### src/rtl/cam_pkg.sv
// Shared CAM constants and the responder-sequencer state encoding.
// The tag register array and the read-out path import this package as well.
package cam_pkg;

  localparam int N_WORDS = 100;
  localparam int IDX_W   = 7;
  localparam int CNT_W   = 7;

  typedef enum logic [1:0] {
    IDLE = 2'd0,
    SCAN = 2'd1,
    DONE = 2'd2
  } state_t;

endpackage

### src/rtl/lowest_one_encoder.sv
// Combinational priority encoder: reports the index of the lowest set bit,
// whether any bit is set, and whether exactly one bit is set.
module lowest_one_encoder
  import cam_pkg::*;
(
  input  logic [N_WORDS-1:0] i_vec,
  output logic [IDX_W-1:0]   o_index,
  output logic               o_any,
  output logic               o_one
);

  logic [N_WORDS-1:0] w_low_cleared;

  // Walking downward lets the lowest set bit overwrite any higher one.
  always_comb begin
    o_index = '0;
    for (int i = N_WORDS - 1; i >= 0; i--) begin
      if (i_vec[i]) o_index = IDX_W'(i);
    end
  end

  assign w_low_cleared = i_vec & (i_vec - N_WORDS'(1));
  assign o_any         = |i_vec;
  assign o_one         = o_any && (w_low_cleared == '0);

endmodule

### src/rtl/responder_sequencer.sv
// Snapshots the tag vector and presents tagged word indices one per
// valid/ready handshake, lowest index first, with count and some/none status.
module responder_sequencer
  import cam_pkg::*;
(
  input  logic               CLK,
  input  logic               RST_N,
  input  logic               start,
  input  logic               abort,
  input  logic [N_WORDS-1:0] tags_in,
  output logic               resp_valid,
  input  logic               resp_ready,
  output logic [IDX_W-1:0]   resp_index,
  output logic               resp_last,
  output logic               busy,
  output logic               some_none,
  output logic [CNT_W-1:0]   resp_count,
  output logic               done
);

  state_t             r_state;
  logic [N_WORDS-1:0] r_pending;
  logic               r_some;
  logic [CNT_W-1:0]   r_count;

  logic [IDX_W-1:0]   w_index;
  logic               w_any;
  logic               w_one;
  logic               w_fire;

  lowest_one_encoder u_encoder (
    .i_vec   (r_pending),
    .o_index (w_index),
    .o_any   (w_any),
    .o_one   (w_one)
  );

  assign w_fire = resp_valid && resp_ready;

  // NOTE: reset is sampled on the clock edge and all state uses <= so every
  // register sees the pre-edge values of its neighbours.
  always_ff @(posedge CLK) begin
    if (!RST_N) begin
      r_state   <= IDLE;
      r_pending <= '0;
      r_some    <= 1'b0;
      r_count   <= '0;
    end else begin
      case (r_state)
        IDLE: begin
          if (!abort && start) begin
            r_pending <= tags_in;
            r_some    <= |tags_in;
            r_count   <= '0;
            r_state   <= (|tags_in) ? SCAN : DONE;
          end
        end
        SCAN: begin
          if (abort) begin
            r_pending <= '0;
            r_state   <= IDLE;
          end else if (w_fire) begin
            // Clearing the lowest set bit retires exactly the presented index.
            r_pending <= r_pending & (r_pending - N_WORDS'(1));
            r_count   <= r_count + CNT_W'(1);
            if (w_one) r_state <= DONE;
          end
        end
        DONE:    r_state <= IDLE;
        default: r_state <= IDLE;
      endcase
    end
  end

  assign resp_valid = (r_state == SCAN) && w_any;
  assign resp_index = w_index;
  assign resp_last  = (r_state == SCAN) && w_one;
  assign busy       = (r_state != IDLE);
  assign done       = (r_state == DONE);
  assign some_none  = r_some;
  assign resp_count = r_count;

endmodule
### config.mk
export PLATFORM = sky130hd
export DESIGN_NAME = responder_sequencer
export DESIGN_NICKNAME = d
export VERILOG_FILES = /design/src/rtl/cam_pkg.sv /design/src/rtl/lowest_one_encoder.sv /design/src/rtl/responder_sequencer.sv
export SDC_FILE = /design/constraint.sdc
export NUM_CORES = 1
export LEC_CHECK = 0
export CORE_AREA = 2 2 134 136
export CTS_BUF_LIST = sky130_fd_sc_hd__clkbuf_16
export CTS_CLUSTER_SIZE = 10
export DETAILED_ROUTE_END_ITERATION = 10
export DIE_AREA = 0 0 136 138
export GPL_TIMING_DRIVEN = 0
export PLACE_DENSITY = 0.78
export SLEW_MARGIN = 10
export SYNTH_ARGS = -nofsm -noshare
export SYNTH_HDL_FRONTEND = slang
export SYNTH_SLANG_ARGS = --single-unit
export TNS_END_PERCENT = 5
### constraint.sdc
create_clock -name CLK -period 4.9 [get_ports CLK]
set_clock_uncertainty 0.1 [all_clocks]
set_input_delay 0.98 -clock CLK [delete_from_list [all_inputs] [get_ports CLK]]
set_output_delay 0.98 -clock CLK [all_outputs]
set_load 0.01 [all_outputs]
==> flow_summary.ini, run 1 <==
[run_status]
status = finished with violations
violations = negative setup slack

[placement]
portBuffers = 122
hpwl_um = 33100
pre_cts_ws_ns = -0.872
place_inst = 1534
routabilityCongestion = 1.07

[critical_path]
start_kind = register
reg2reg_depth = 14
ff2ff_setup_slack_ns = -0.11
worstPathArrival_ns = 5.20
path_common_cell = buf_4
critPathMaxStageDelay_ns = 0.77
worstSetupPathType = register to register
slowest_stage = clkbuf_1
endpoint_kind = register
timing.rr.start = r_pending[32]$_SDFFE_PN0P_
cp_max_fo = 10
crit_chain = nor2_4 -> nand4_1 -> buf_4 -> buf_4 -> or4_4 -> buf_8 -> buf_4 -> o311ai_4 -> a311o_1 -> nor2_1 -> clkbuf_1 -> clkbuf_1 -> nand2_1 -> a21boi_1
r2r_end = r_pending[53]$_SDFFE_PN0P_
cp.required_ns = 5.10

[power_and_ir_drop]
powerDensity_mw_per_mm2 = 327
leakage_nw = 3.87
ir_worst_vdd_mv = 0.283
power_mw = 3.60

[global_route]
grt_first_pass_wirelength_um = 64900
grt_max_degree = 19
grt_pass1_vias = 10500
gr-usage-all-layers_pct = 46.1
grt_overflow = 0
antenna_found_initial = 0

[timing]
setup-tns-final_ns = -0.151
rsz0062_at_grt = true
worst_pin_slew_ns = 1.16
maxSlewHeadroom_pct = 21.7
max_clock_freq_ghz = 0.200
setup_viol = 2
hold_viol = 0
final.setup.worst_slack_ns = -0.107
min_period_over_period_pct = 102
period_needed_ns = 5.01
slew_violations = 0

[routing]
drc = 0
via_per_inst = 7.15
drt_iter0_markers = 1668
dr_total_vias = 11300
drt_pass1_iterations = 7
wl_per_cell_um = 28.0
routed_wirelength_um = 44100
drtAntennaViolNets = 0

[floorplan]
start_util_pct = 48.2
ios = 124
die_x_um = 136
core_area_mm2 = 0.0175
die_area_mm2 = 0.0188
std_cell_rows = 49
die_h_um = 138

[synthesis]
ys_ff_latch = 110
synth-edff-count = 0
yosys_warnings = 0
syn_nets = 1289
async_flop_share_pct = 0
synth_cell_types = 83
syn-cell-area_mm2 = 0.00846
synthCells = 1183
synthFlopType = dfxtp_1
synth.avg_cell_area_um2 = 7.15
yosysSeqAreaShare_pct = 26.0

[job]
cap_violations = 0

[final_layout]
fillers = 1628
drive_gt1_share_pct = 11.9
finalNetCount = 1445
final_util_pct = 62.8
stdcell_count = 1574
areaGrowthSynthToFinish_pct = 30.1

[clocking]
insertion_delay_ns = 0.37
cts_inserted_buffers = 9
ctsRootBufferMaster = clkbuf_16
clock-sinks = 110
path_clk_slew_ns = 0.08
cts.htree.levels = 3
clockBufferDepth = 2
cts_tree = built

[min_path]
holdPathStages = 2
hold_path_end = resp_count[1]$_SDFFE_PN0P_
hold_class = register to register
min_from = resp_count[1]$_SDFFE_PN0P_
-- cell usage in the layout (no fill, tap or decap), drive strengths merged, types with 7 or more instances in the layout --
master / instances
nor3: 42
o41ai: 9
clkbuf: 76
a221oi: 8
nand3: 22
o22ai: 7
dfxtp: 110
or4: 26
a21boi: 15
nand4: 34
a21oi: 60
inv: 27
o21ai: 99
or3: 18
o211a: 8
a31oi: 9
nor2b: 75
o211ai: 10
o31ai: 14
nor4: 69
buf: 56
a22oi: 61
o21a: 8
nand2: 130
clkdlybuf4s50: 121
nor2: 96
and2: 7
and3: 8
or2: 8
-- layout make-up --
cell class | instances | area, um^2 | area share, %
timing repair buffer | 162 | 1530 | 13.9
inverter | 24 | 90.1 | 0.819
multi-input combinational | 950 | 6200 | 56.4
clock buffer | 9 | 225 | 2.05
buffer | 82 | 387 | 3.51
tap | 229 | 287 | 2.60
clock inverter | 7 | 70.1 | 0.637
antenna | 1 | 2.50 | 0.0227
sequential | 110 | 2210 | 20.1
-- what timing repair did --
action                     CTS  global route
setup endpoints to repair    2            13
pin swaps                   26            14
resized for setup           78            29
hold buffers                 0             0
setup buffers               26            14
-- sequential cells by signal (all words and copies together), names as in the netlist --
| register | count |
|---|---|
| resp_count | 7 |
| some_none | 1 |
| r_pending | 100 |
| r_state | 2 |
-- worst max-delay path, delay by kind of cell (launching register included) --
kind / cells / cell delay [ns]
compound gates: 3 / 0.75
buf+inv: 6 / 1.91
flops: 1 / 0.70
simple gates: 5 / 1.46
-- how the worst max path moves through the flow --
stage,from,endpoint,slack (ns),depth (start not counted)
after floorplan,r_pending[1]$_SDFFE_PN0P_,resp_last,0.71,11
after global placement,r_pending[21]$_SDFFE_PN0P_,resp_last,-0.92,12
after detailed placement,r_pending[1]$_SDFFE_PN0P_,resp_last,-0.87,12
after CTS,r_pending[1]$_SDFFE_PN0P_,resp_last,0.002,13
after global routing,r_pending[56]$_SDFFE_PN0P_,resp_last,-0.16,11
final,r_pending[32]$_SDFFE_PN0P_,r_pending[53]$_SDFFE_PN0P_,-0.11,14
-- synth_stat cells (9+ instances only) --
master    number  area, um^2
nand2_1      130         488
dfxtp_1      110        2200
o21ai_0       98         490
nor2_1        96         360
clkbuf_1      80         300
nor2b_1       74         463
nor4_1        65         407
a22oi_1       61         458
a21oi_1       60         300
nor3_1        41         205
nand4_1       33         206
inv_1         23        86.3
nand3_1       21         105
or4_1         20         150
or3_1         18         113
o31ai_1       13        97.6
a21boi_1      12        90.1
buf_2         10        50.1
o211ai_1      10        75.1
a31oi_1        9        56.3
-- where the power goes --
group          internal [mW]  switching [mW]  total (mW)
Combinational          0.666            1.03        1.69
Sequential             0.971           0.145        1.12
Clock                  0.400           0.386       0.786
Total                   2.04            1.56        3.60
-- per-stage QoR --
stage          hold slack, ns  instance area, um^2
5_1_grt                 0.434                11000
3_5_place_dp            0.382                 9960
4_1_cts                 0.393                10800
3_3_place_gp            0.377                 9960
2_1_floorplan           0.377                 8460
6_report                0.397                11000
-- routing by layer --
| layer | GRT usage [%] | vias up | part of all wire, % |
|---|---|---|---|
| met5 | 0 | - | 0 |
| met4 | 31.0 | 0 | 8.4 |
| met3 | 10.7 | 235 | 12 |
| met2 | 68.9 | 903 | 43 |
| met1 | 58.6 | 5280 | 37 |
| li1 | - | 4833 | - |
-- cells by family (layout without fill, tap and decap cells) --
logic type / Yosys count / in the layout / share of synthesized area [%]
other cells: 0 / 1 / 0
compound gates: 379 / 379 / 30.7
fa+ha+maj: 3 / 3 / 0.385
buf+inv: 123 / 284 / 6.18
simple gates: 564 / 564 / 36.3
flops: 110 / 110 / 26.0
xor+xnor: 4 / 4 / 0.414
No activity file was read; power rests on OpenSTA's default activity.
==> inputs of run 2 (changes only) <==
--- a/config.mk
+++ b/config.mk
@@ -11,6 +11,7 @@
 export DETAILED_ROUTE_END_ITERATION = 10
 export DIE_AREA = 0 0 136 138
 export GPL_TIMING_DRIVEN = 0
+export MAX_ROUTING_LAYER = met4
 export PLACE_DENSITY = 0.78
 export SLEW_MARGIN = 10
 export SYNTH_ARGS = -nofsm -noshare
==> run 2 against run 1 <==
Compared with the run above: power rose by 0.73%; design area rose by 0.14%; via count barely moved; the flow still finishes with violations (negative setup slack); flip-flop and latch count did not move; worst hold slack improved by 0.0052 ns; largest power group unchanged; cell count fell by 0.44%; critical path type is now register to primary output; sequential share of layout area barely moved; critical path depth fell by 5; core utilization rose by 0.086 points.
==> flow_summary.ini, run 2 (same netlist as run 1, synthesis figures left out) <==
[final_layout]
finalInstanceArea_mm2 = 0.0110
final_cell_mix = 130 x nand2_1, 121 x clkdlybuf4s50_1, 98 x dfxtp_1
layout_commonest_cell = nand2_1
finalNetCount = 1439
num_antenna_cells = 0
drive_gt1_share_pct = 12.2
largest_register = r_pending
final_util_pct = 62.9
stdcell_count = 1567
areaGrowthSynthToFinish_pct = 30.3
largest_register_ffs = 100
fillers = 1635

[job]
cap_violations = 0

[global_route]
grt_overflow = 0
grt_pass1_vias = 10600
grt_first_pass_wirelength_um = 65100
grt_max_degree = 19
antenna_found_initial = 0
gr-usage-all-layers_pct = 47.6

[clocking]
insertion_delay_ns = 0.38
cts_inserted_buffers = 9
clock-sinks = 110
ctsRootBufferMaster = clkbuf_16
cts.htree.levels = 3
path_clk_slew_ns = 0.09
clockBufferDepth = 2
cts_tree = built

[critical_path]
start_kind = register
crit_buf_inv = 1
cp_max_fo = 9
worstPathArrival_ns = 3.94
slowest_stage = or4_4
critPathMaxStageDelay_ns = 0.68
worstSetupPathType = register to primary output
endpoint_kind = primary output
path_common_cell = nand3_1
cp.required_ns = 3.82
cp_top_family = simple AND/OR/NAND/NOR gates
crit_chain = nor4_1 -> nand3_1 -> or4_4 -> o32ai_4 -> nand4_1 -> nor4_4 -> nand3_1 -> nor2_2 -> buf_2

[power_and_ir_drop]
p_int_mw = 2.03
power_frac_comb_pct = 46.8
p_seq_share_pct = 30.9
p_sw_mw = 1.59
powerDensity_mw_per_mm2 = 329
ir_worst_vdd_mv = 0.183
clockPowerShare_pct = 22.3
leakage_nw = 3.87
netSwitchingFraction_pct = 43.9

[floorplan]
start_util_pct = 48.2
std_cell_rows = 49
die_area_mm2 = 0.0188
core_area_mm2 = 0.0175
die_h_um = 138
ios = 124
die_x_um = 136

[timing]
min_period_over_period_pct = 103
period_needed_ns = 5.02
final.setup.worst_slack_ns = -0.124
worst_pin_slew_ns = 1.09
maxSlewHeadroom_pct = 26.9
slew_violations = 0
setup-tns-final_ns = -0.215
max_clock_freq_ghz = 0.199
rsz0062_at_grt = true
hold_viol = 0
setup_viol = 3

[routing]
wl_per_cell_um = 28.6
via_per_inst = 7.18
drc = 0
routed_wirelength_um = 44800
drt_iter0_markers = 1520
dr_total_vias = 11300
drtAntennaViolNets = 0
drt_pass1_iterations = 8

[placement]
portBuffers = 122
place_inst = 1534
pre_cts_ws_ns = -0.889
routabilityCongestion = 1.06
hpwl_um = 33800
place_area_mm2 = 0.00996

[run_status]
violations = negative setup slack
status = finished with violations

[min_path]
hold_class = register to register
[run 2: changes by cell type in the layout (fill, tap and decap cells not counted), moves of 2 or more]
cell	before	now
clkbuf_1	64	62
dfxtp_1	100	98
or3_4	2	4
nor4_2	5	7
nor4_1	50	48
clkbuf_2	1	3
buf_4	39	33
or3_1	16	14
[run 2: tightest hold or removal path: stages (launching register included)]
cell,delay (ns)
dfxtp_1,0.33
o21ai_0,0.07
a21oi_1,0.06
[run 2: stage by stage]
stage	power, mW	hold WS, ns
final	3.62	0.402
after global routing	3.72	0.460
after CTS	3.48	0.398
after detailed placement	2.57	0.378
after global placement	2.57	0.374
after floorplan	1.96	0.377
[run 2: per-layer routing]
layer | vias up | share of wire [%] | global-route usage [%]
met5 | - | 0 | -
met4 | 0 | 8.2 | 31.5
met3 | 231 | 12 | 11.0
met2 | 964 | 44 | 70.6
met1 | 5252 | 37 | 57.2
li1 | 4809 | - | -
[run 2: cell type report]
| cell class | count | area [um^2] | area share (%) |
|---|---|---|---|
| inverters | 24 | 90.1 | 0.817 |
| repair buffers | 156 | 1500 | 13.6 |
| clock buffers | 9 | 225 | 2.04 |
| clock inverters | 7 | 71.3 | 0.647 |
| well taps | 229 | 287 | 2.60 |
| flip-flops and latches | 110 | 2220 | 20.1 |
| multi-input cells | 950 | 6230 | 56.5 |
| plain buffers | 82 | 402 | 3.64 |
[run 2: path summary, 6_finish.rpt]
check / startpoint / end / slack (ns) / cells after the start
max reg2reg: r_state[0]$_SDFFE_PN0P_ / r_pending[53]$_SDFFE_PN0P_ / -0.04 / 9
max: r_pending[43]$_SDFFE_PN0P_ / resp_last / -0.12 / 9
min: resp_count[6]$_SDFFE_PN0P_ / resp_count[6]$_SDFFE_PN0P_ / 0.40 / 2
min reg2reg: resp_count[6]$_SDFFE_PN0P_ / resp_count[6]$_SDFFE_PN0P_ / 0.40 / 2
[run 2: power by group through the flow]
stage	clock, mW	sequential [mW]	combinational, mW
after global placement	0	1.08	1.49
final	0.807	1.12	1.69
after floorplan	0	1.05	0.913
after detailed placement	0	1.08	1.49
after global routing	0.826	1.13	1.76
after CTS	0.798	1.10	1.58
[run 2: repair_timing]
item,4_1_cts,5_1_grt
cloned,1,0
endpoints found under the setup margin,2,3
resized for setup,86,28
setup buffers,18,15
pin swaps,21,19
hold buffers,0,0
==> inputs of run 3 (changes only) <==
--- a/config.mk
+++ b/config.mk
@@ -11,6 +11,7 @@
 export DETAILED_ROUTE_END_ITERATION = 10
 export DIE_AREA = 0 0 136 138
 export GPL_TIMING_DRIVEN = 0
+export HOLD_SLACK_MARGIN = 0.03
 export MAX_ROUTING_LAYER = met4
 export PLACE_DENSITY = 0.78
 export SLEW_MARGIN = 10
==> results of run 3 <==
The final DEF is identical to that of run 2; final timing and power are the same.
